`src/rtl/y_signature_compactor.sv`:
```
// Folds handshaken samples of a wide result bus into a MISR signature, one
// SIG_W-bit chunk per cycle, then compares the signature against a golden value.
module y_signature_compactor #(
  parameter int               DATA_W      = 541,
  parameter int               SIG_W       = 32,
  parameter logic [SIG_W-1:0] POLY        = 32'h04C11DB7,
  parameter logic [SIG_W-1:0] SEED        = 32'hFFFFFFFF,
  parameter int               NUM_SAMPLES = 21
) (
  input  logic              clk,
  input  logic              rst,
  input  logic              start,
  input  logic [DATA_W-1:0] y,
  input  logic              y_valid,
  output logic              y_ready,
  input  logic [SIG_W-1:0]  golden,
  output logic [SIG_W-1:0]  signature,
  output logic [15:0]       sample_cnt,
  output logic              busy,
  output logic              done,
  output logic              match
);

  localparam int NCHUNK = (DATA_W + SIG_W - 1) / SIG_W;
  localparam int BUF_W  = NCHUNK * SIG_W;
  localparam int IDX_W  = (NCHUNK > 1) ? $clog2(NCHUNK) : 1;
  localparam logic [IDX_W-1:0] LAST_IDX = IDX_W'(NCHUNK - 1);
  localparam logic [15:0]      CNT_LAST = 16'(NUM_SAMPLES);

  typedef enum logic [2:0] {IDLE, ARMED, SHIFT, FINISH, DONE} state_t;

  state_t                        state_q, state_d;
  logic [NCHUNK-1:0][SIG_W-1:0]  buf_q, buf_d;
  logic [IDX_W-1:0]              idx_q, idx_d;
  logic [SIG_W-1:0]              sig_q, sig_d;
  logic [15:0]                   cnt_q, cnt_d;
  logic                          y_ready_q, y_ready_d;
  logic                          busy_q, busy_d;
  logic                          done_q, done_d;
  logic                          match_q, match_d;
  logic [SIG_W-1:0]              chunk;
  logic [SIG_W-1:0]              sig_step;

  // Capture buffer is zero-padded up to a whole number of chunks.
  assign chunk    = buf_q[idx_q];
  assign sig_step = {sig_q[SIG_W-2:0], 1'b0} ^ (sig_q[SIG_W-1] ? POLY : '0) ^ chunk;

  always_comb begin
    // NOTE: every signal gets a default first so no path leaves it unassigned (no latch).
    state_d = state_q;
    buf_d   = buf_q;
    idx_d   = idx_q;
    sig_d   = sig_q;
    cnt_d   = cnt_q;
    done_d  = done_q;
    match_d = match_q;
    case (state_q)
      IDLE, DONE: begin
        if (start) begin
          state_d = ARMED;
          sig_d   = SEED;
          cnt_d   = '0;
          done_d  = 1'b0;
          match_d = 1'b0;
        end
      end
      ARMED: begin
        if (y_valid && y_ready_q) begin
          buf_d   = BUF_W'(y);
          cnt_d   = cnt_q + 16'd1;
          idx_d   = '0;
          state_d = SHIFT;
        end
      end
      SHIFT: begin
        sig_d = sig_step;
        idx_d = idx_q + 1'b1;
        if (idx_q == LAST_IDX) begin
          state_d = (cnt_q == CNT_LAST) ? FINISH : ARMED;
        end
      end
      FINISH: begin
        match_d = (sig_q == golden);
        done_d  = 1'b1;
        state_d = DONE;
      end
      default: state_d = IDLE;
    endcase
    // Status outputs are registered, derived from the state being entered.
    y_ready_d = (state_d == ARMED);
    busy_d    = (state_d inside {ARMED, SHIFT, FINISH});
  end

  always_ff @(posedge clk) begin
    // NOTE: sequential state uses non-blocking assignments only.
    if (rst) begin
      // NOTE: the capture buffer is reset too, so a fresh run never folds stale data.
      state_q   <= IDLE;
      buf_q     <= '0;
      idx_q     <= '0;
      sig_q     <= SEED;
      cnt_q     <= '0;
      y_ready_q <= 1'b0;
      busy_q    <= 1'b0;
      done_q    <= 1'b0;
      match_q   <= 1'b0;
    end else begin
      state_q   <= state_d;
      buf_q     <= buf_d;
      idx_q     <= idx_d;
      sig_q     <= sig_d;
      cnt_q     <= cnt_d;
      y_ready_q <= y_ready_d;
      busy_q    <= busy_d;
      done_q    <= done_d;
      match_q   <= match_d;
    end
  end

  assign y_ready    = y_ready_q;
  assign signature  = sig_q;
  assign sample_cnt = cnt_q;
  assign busy       = busy_q;
  assign done       = done_q;
  assign match      = match_q;

endmodule

```
`config.mk`:
```
export PLATFORM = sky130hd
export DESIGN_NAME = y_signature_compactor
export DESIGN_NICKNAME = d
export VERILOG_FILES = /design/src/rtl/y_signature_compactor.sv
export SDC_FILE = /design/constraint.sdc
export NUM_CORES = 1
export LEC_CHECK = 0
export BUFFER_PORTS_ARGS = -buffer_cell sky130_fd_sc_hd__buf_2
export CAP_MARGIN = 40
export CORE_AREA = 2 2 245 247
export CTS_BUF_LIST = sky130_fd_sc_hd__clkbuf_8 sky130_fd_sc_hd__clkbuf_16
export DETAILED_ROUTE_END_ITERATION = 8
export DIE_AREA = 0 0 247 249
export PLACE_DENSITY = 0.8
export RECOVER_POWER = 25
export SLEW_MARGIN = 20
export SYNTH_ARGS = -nofsm -noshare
export SYNTH_HDL_FRONTEND = slang
export SYNTH_SLANG_ARGS = --single-unit
```
`constraint.sdc`:
```
create_clock -name clk -period 3.85 [get_ports clk]
set_input_delay 0.385 -clock clk [delete_from_list [all_inputs] [get_ports clk]]
set_output_delay 0.385 -clock clk [all_outputs]
set_load 0.02 [all_outputs]
```
### Word level (Yosys, flattened, before mapping)

Cells that the tools add are included.

| storage, ports and cells | value |
|---|---|
| input bits | 577 |
| register bits after elaboration | 601 |
| output and inout bits | 52 |

| cells by class | value |
|---|---|
| $add $sub $neg | 2 |
| equal/unequal tests | 12 |
| reduce and logical (&&, ||, !) cells | 13 |
| mux-type cells | 18 |
| magnitude comparators | 1 |
| bitwise operators | 2 |

Operator list:

| kind | count |
|---|---|
| $bmux 32 s5 | 1 |
| $mux 32 | 2 |
| $pmux 32 s2 | 1 |
| $eq 32x32->1 | 1 |
| $mux 16 | 2 |
| $pmux 16 s2 | 1 |
| $xor 32x27->32 | 1 |
| $xor 32x32->32 | 1 |
| $mux 27 | 1 |
| $add 16x1->16 const B | 1 |
| $eq 16x5->1 const B | 1 |
| $eq 3x2->1 const B | 4 |
| $pmux 3 s4 | 1 |
| $pmux 5 s2 | 1 |
| $mux 3 | 3 |
| $reduce_and 2->1 | 4 |
| $reduce_bool 2->1 | 4 |
| $eq 3x1->1 const B | 2 |
| $lt 5x6->1 const B | 1 |
| $add 5x1->5 const B | 1 |
| $eq 5x5->1 const B | 1 |
| $mux 5 | 1 |
| $ne 2x2->1 const B | 2 |
| $pmux 1 s2 | 2 |
| other kinds (8) | 8 |

### Depth between registers and ports, before layout

Gate-level depths: netlist of run 1.

| logic depth | value |
|---|---|
| depth in word-level cells | 6 |
| depth in mapped cells | 9 |

### Worst setup path before layout of run 1

No wires, ideal clock.

| path | value |
|---|---|
| path type | register to register |
| start | register cnt_q[5], in the netlist sample_cnt[5] |
| end | register y_ready_q, in the netlist y_ready |
| stages on the path, launching flop included | 6 |
| required time | 3.735 ns |
| clock period less this slack | 1.873 ns |
| buffers on the path | 0 |
| setup slack | 1.977 ns |
| arrival | 1.758 ns |
| path through | dfxtp_1 > or4_1 > or4_1 > o2111ai_1 > a21oi_1 > and2_1 |

| between the ends | value |
|---|---|
| cells in the longest elaborated chain, start to end | 5 |

Ends and longest elaborated chain:

| item | RTL line | text |
|---|---|---|
| start, declared | 36 | `logic [15:0] cnt_q, cnt_d;` |
| start signal, assigned | 112 | `cnt_q <= cnt_d;` |
| $eq 16x5->1 | 79 | `state_d = (cnt_q == CNT_LAST) ? FINISH : ARMED;` |
| $mux 2 | 79 |  |
| $mux 3 | 78 | `if (idx_q == LAST_IDX) begin` |
| $pmux 3 s4 | 57 | `case (state_q)` |
| $eq 3x1->1 | 90 | `y_ready_d = (state_d == ARMED);` |
| end signal, assigned | 113 | `y_ready_q <= y_ready_d;` |
| end, declared | 37 | `logic y_ready_q, y_ready_d;` |

No other way between the ends.
A chain may end at the register's enable or synchronous reset.

### Worst setup path after layout of run 1

| path | value |
|---|---|
| start | register state_q[2] |
| end | register buf_q[199] (netlist bit) |

| between the ends | value |
|---|---|
| cells in the longest elaborated chain, start to end | 2 |

Ends and longest elaborated chain:

| item | RTL line | text |
|---|---|---|
| start, declared | 32 | `state_t state_q, state_d;` |
| start signal, assigned | 108 | `state_q <= state_d;` |
| $eq 3x1->1 | 57 |  |
| $reduce_and 2->1 (no line) | - |  |
| end signal, assigned | 109 | `buf_q <= buf_d;` |
| end, declared | 33 | `logic [NCHUNK-1:0][SIG_W-1:0] buf_q, buf_d;` |

No other way between the ends.

==> qor.txt, run 1 <==
Status - complete, no violations
Setup TNS - 0 ns
Final period util - 75.2%
DR WL/cell - 22.1 um
Register area - 12,000 um^2
Syn Std Cell Area - 26,500 um^2
Routed Antenna Nets - 0
Clk root buf - clkbuf_16
Most common cell after layout, fill and taps aside - nand2_1
Die Area - 61,500 um^2
Worst min path class - in2reg
Crit path from - state_q[2]
FF-to-FF setup slack - 0.95 ns
Post-synth top area cell - dfxtp_1
Vias in the first global route - 26,300
Netlist cell types - 49
Top cells by area, synth - dfxtp_1, nand2_1, a21oi_1
EDFF count, synth - 0
Register bit total from synthesis - 601
Pleak - 12.1 nW
Critical path class - reg2reg
Clock period minus worst slack - 2.90 ns
Crit-path slowest cell - or2_1
Crit end category - flip-flop
Top-area cell type share of the netlist area - 45.5%
Power Density - 407 nW/um^2
Avg Synthesized Cell Area - 8.00 um^2
Fill cells - 4,959
R2R depth - 6
Startpoint class of the critical path - flip-flop
Int Power - 0.0106 W
DIE HEIGHT - 249 um
Max Slew Vio Count - 0
R2R Path Start - state_q[2]
GR Overflow Total - 0
Final Core Density - 58.7%
WP data arrival - 3.42 ns
Relative slew slack - 8.56%
Final WS setup - 0.955 ns
Req. time, crit path - 4.37 ns
PortBufs - 628
Num rows - 89
First-pass GRT wire length - 156,000 um
Final Hold Viols - 0
Drt via density - 5.67
# resized after CTS - 0
Crit-path most repeated cell - buf_12
Via count - 27,500
Fmax - 0.345 GHz
RSZ-0062 raised after global routing - no
Clock Power Share - 46.1%
Max rail drop VDD - 353 uV
Number of max-cap violations - 0
Crit path cell chain - nand4b_1, or2_1, buf_12, buf_12, nand2_1, a21oi_1
CTS H-tree depth - 3
Routed WL - 107,000 um
Overall Global Routing Usage - 33.4%
Post-Syn Nets - 3,887
Clock latency on the worst-skew pair - 0.62 ns
Crit path to - buf_q[199]
Clock slew at reported path FFs - 0.06 ns
Largest net degree at the start of global routing - 206
Synth warn - 0
DRC viols - 0
FFs w/ async S/R, synth - 0%
Critical-path maximum fanout - 100
Clock Path Buffers - 3
Register area share after synthesis - 45.5%
Switching Power - 0.00340 W
Area of the multi-input gates - 13,200 um^2
Post-place setup slack - 1.15 ns
Starting Density - 45.1%
Post-synthesis cell count - 3,306
Switching Share - 24.3%
Main synth FF type - dfxtp_1
CTS Sinks - 601
Top Ports - 629
R2R Path End - buf_q[199]
P&R area growth vs syn - 30.3%
DRT Pass-1 Iters - 8
Max incr delay on CP - 1.05 ns
Placer Congestion - 0.931
Core outline area - 58,700 um^2
TritonCTS buffer count - 66
Initial antenna violation count - 15
Seq pwr share - 45.7%
Iteration-0 DRC Markers - 2,679
HPWL Detailed - 76,100 um
Worst slew pin tran - 1.37 ns
Most frequent cells in the layout - nand2_1, dfxtp_1, buf_2, a21oi_1, mux2i_1
# nets final - 4,599
Final setup vio count - 0
Die width - 247 um
Comb pwr share - 8.2%
CTS tree - built
Share of cells above drive strength 1 - 18.5%
Clk_skew - 0.0280 ns
==> per-layer routing <==
layer	part of all wire (%)	GRT usage [%]	vias to the layer above
met3	8.9	6.58	332
li1	-	-	12700
met1	38	40.7	12900
met5	0.067	0	-
met4	6.0	17.7	12
met2	47	55.5	1482
==> sequential cells by signal, summed over array words and instances (netlist names) <==
| register | cells |
|---|---|
| y_ready | 1 |
| busy | 1 |
| sample_cnt | 16 |
| signature | 32 |
| state_q | 3 |
| done | 1 |
| match | 1 |
| idx_q | 5 |
| buf_q | 541 |
==> kinds of logic (layout without fill, tap and decap cells) <==
group / after synthesis / in the layout / synth area share [%]
mux: 272 / 272 / 10.3
fa+ha+maj: 4 / 4 / 0.189
xor+xnor: 53 / 53 / 1.75
buf+inv: 276 / 1034 / 4.86
other cells: 0 / 14 / 0
compound gates: 778 / 778 / 16.9
flops: 601 / 601 / 45.5
simple gates: 1322 / 1322 / 20.5
==> synthesized netlist by cell type (all sizes together), types with 2 or more instances <==
master,number
a21oi,559
a22oi,128
a311oi,20
a31o,13
a31oi,31
and2,3
and3,20
and4,3
buf,124
clkbuf,147
dfxtp,601
ha,4
inv,5
mux2i,272
nand2,1113
nand3,42
nand3b,3
nand4,41
nand4b,2
nor2,51
nor2b,5
nor3,4
nor3b,21
nor4,5
o211a,16
o21ai,7
o311ai,2
or4,4
xnor2,24
xor2,29
==> final cells by class <==
class	instances	area share (%)
Clock buffer	78	5.30
Multi-Input combinational cell	2429	38.2
Sequential cell	601	34.9
Inverter	5	0.0544
Tap cell	773	2.81
Timing Repair Buffer	915	17.6
Clock inverter	36	1.08
Antenna cell	14	0.102
==> worst max-delay path: cells and delay by family, from the launching register on <==
kind | cells | cell delay (ns)
flops | 1 | 0.44
buf+inv | 2 | 0.72
compound gates | 1 | 0.17
simple gates | 3 | 1.39
==> worst min-delay path by stage <==
stage                from  slack (ns)  cells after the start         end
3_3_place_gp   buf_q[530]        0.44                      2  buf_q[530]
6_report           y[203]        0.02                      3  buf_q[203]
3_5_place_dp   buf_q[536]        0.45                      2  buf_q[536]
2_1_floorplan  buf_q[527]        0.43                      2  buf_q[527]
4_1_cts            y[510]     0.00006                      3  buf_q[510]
5_1_grt            y[279]       0.008                      3  buf_q[279]
==> power by group through the flow <==
stage / sequential (W) / clock [W] / combinational, W
3_5_place_dp: 0.00654 / 0 / 0.000916
3_3_place_gp: 0.00654 / 0 / 0.000911
5_1_grt: 0.00641 / 0.00678 / 0.00122
4_1_cts: 0.00640 / 0.00650 / 0.00111
2_1_floorplan: 0.00651 / 0 / 0.000428
6_report: 0.00641 / 0.00647 / 0.00114
==> what timing repair did <==
| item | in CTS | in global routing |
|---|---|---|
| hold buffers | 239 | 0 |
| buffers inserted | 0 | 0 |
| hold endpoints to repair | 239 | 0 |
==> per-stage QoR <==
| step | power [W] | instance area, um^2 | cells | hold WS, ns |
|---|---|---|---|---|
| 2_1_floorplan | 0.00694 | 26500 | 3306 | 0.431 |
| 3_3_place_gp | 0.00745 | 29800 | 4479 | 0.437 |
| 3_5_place_dp | 0.00746 | 29900 | 4484 | 0.445 |
| 4_1_cts | 0.0140 | 34500 | 4837 | 0.0000557 |
| 5_1_grt | 0.0144 | 34400 | 4842 | 0.00781 |
| 6_report | 0.0140 | 34500 | 4851 | 0.0195 |
No activity file was read; power rests on OpenSTA's default activity.
==> inputs of run 2 (changes only) <==
clock period = 2.8 ns   (was 3.85 ns; I/O delays follow)
==> run 2 against run 1 <==
Compared with the run above:
- clock skew grew 0.012 ns
- cell count grew 7.6%
- register-to-register slack lost 0.85 ns
- wire length grew 23%
- sequential cell count is the same
- sequential power grew 38%
- worst setup slack lost 0.85 ns
- first-iteration DRC count grew 39%
==> qor.txt, run 2 (same netlist as run 1, synthesis figures left out) <==
Crit end category - flip-flop
Worst min path class - in2reg
Clock Power Share - 46.5%
Top Ports - 629
HPWL Detailed - 77,500 um
Most common cell after layout, fill and taps aside - nand2_1
Clock slew at reported path FFs - 0.06 ns
Setup TNS - 0 ns
Number of max-cap violations - 0
Final period util - 96.1%
Relative slew slack - 16.3%
Status - complete, no violations
Pleak - 13.7 nW
Max incr delay on CP - 0.84 ns
Drt via density - 5.98
Int Power - 0.0153 W
WL met2 - 58,700 um
Initial antenna violation count - 36
Fill cells - 4,228
Die width - 247 um
Via count - 31,200
Num rows - 89
First-pass GRT wire length - 189,000 um
Clk_skew - 0.0402 ns
Worst slew pin tran - 1.26 ns
Die Area - 61,500 um^2
Wl on met1 - 45,300 um
Clock latency on the worst-skew pair - 0.62 ns
# resized after CTS - 0
Comb pwr share - 10.1%
CTS H-tree depth - 3
WHS - 0.0416 ns
Max Slew Vio Count - 0
Req. time, crit path - 3.33 ns
RSZ-0062 raised after global routing - no
Iteration-0 DRC Markers - 3,721
Max reg flops - 541
Clk root buf - clkbuf_16
Routed WL - 132,000 um
Crit path cell chain - nand4b_1, or2_4, clkbuf_4, nand2_1, a21oi_1
Crit-path slowest cell - clkbuf_4
Power Density - 534 nW/um^2
Routed Antenna Nets - 0
Largest net degree at the start of global routing - 215
CTS Sinks - 601
Fmax - 0.372 GHz
Wire length on met3 - 15,600 um
TritonCTS buffer count - 66
Placer Congestion - 0.954
Register area - 12,000 um^2
Clock Path Buffers - 3
Overall Global Routing Usage - 40.9%
Clock period minus worst slack - 2.69 ns
Final setup vio count - 0
Share of cells above drive strength 1 - 18.1%
Critical path class - reg2reg
P&R area growth vs syn - 44.1%
DRC viols - 0
Top reg by flops - buf_q
PortBufs - 628
DRT Pass-1 Iters - 7
Starting Density - 45.1%
Most frequent cells in the layout - nand2_1, dfxtp_1, buf_2, a21oi_1, dlygate4sd3_1
Max rail drop VDD - 431 uV
# nets final - 4,942
Max layer used - met5
Seq pwr share - 43.4%
Switching Power - 0.00506 W
WP data arrival - 3.22 ns
DR WL/cell - 25.3 um
Switching Share - 24.8%
DIE HEIGHT - 249 um
Final Hold Viols - 0
Critical-path maximum fanout - 78
Core outline area - 58,700 um^2
CTS tree - built
GR Overflow Total - 0
Area of the multi-input gates - 13,200 um^2
Startpoint class of the critical path - flip-flop
Vias in the first global route - 31,000
-- run 2: repair_timing --
item | in CTS | in global routing
hold endpoints to repair | 540 | 0
buffers inserted | 0 | 0
setup endpoints to repair | 0 | 1
hold buffers | 550 | 0
-- run 2: final cells by class --
type,count,area share (%)
inverters,5,0.0492
well taps,773,2.54
diodes,37,0.243
clock buffers,79,4.83
clock inverters,37,1.20
multi-input cells,2430,34.6
repair buffers,1257,25.0
flip-flops and latches,601,31.6
-- run 2: critical path: cells and delay by family (launching register included) --
| kind | cells | cell delay [ns] |
|---|---|---|
| buffers and inverters | 1 | 0.84 |
| flip-flops | 1 | 0.45 |
| AO/OA/AOI/OAI | 1 | 0.27 |
| AND/OR/NAND/NOR | 3 | 0.98 |
-- run 2: power groups by stage --
stage	combinational, W	sequential, W	clock, W
floorplan	0.000588	0.00896	0
global placement	0.00128	0.00899	0
detailed placement	0.00130	0.00900	0
CTS	0.00191	0.00881	0.00937
global route	0.00215	0.00883	0.00978
finish	0.00206	0.00882	0.00947
-- run 2: final timing paths --
kind | startpoint | end | slack [ns] | cells after the start
hold / removal | y[535] | buf_q[535] | 0.04 | 3
setup / recovery | state_q[2] | buf_q[298] | 0.11 | 5
setup reg to reg | state_q[2] | buf_q[298] | 0.11 | 5
hold reg to reg | buf_q[276] | buf_q[276] | 0.45 | 2
-- run 2: layer usage --
layer	vias to the layer above	GRT usage, %
li1	13400	-
met1	14300	46.1
met2	2599	64.4
met3	877	12.7
met4	16	31.4
met5	-	0
-- run 2: per-stage QoR --
stage	cells	util [%]	area [um^2]	worst slack, ns	power [W]
finish	5219	65.0	38100	0.108	0.0203
global route	5204	64.9	38100	0.0646	0.0208
CTS	5181	65.0	38200	0.283	0.0201
detailed placement	4515	51.7	30400	0.389	0.0103
global placement	4513	51.7	30300	0.364	0.0103
floorplan	3306	-	26500	0.927	0.00955
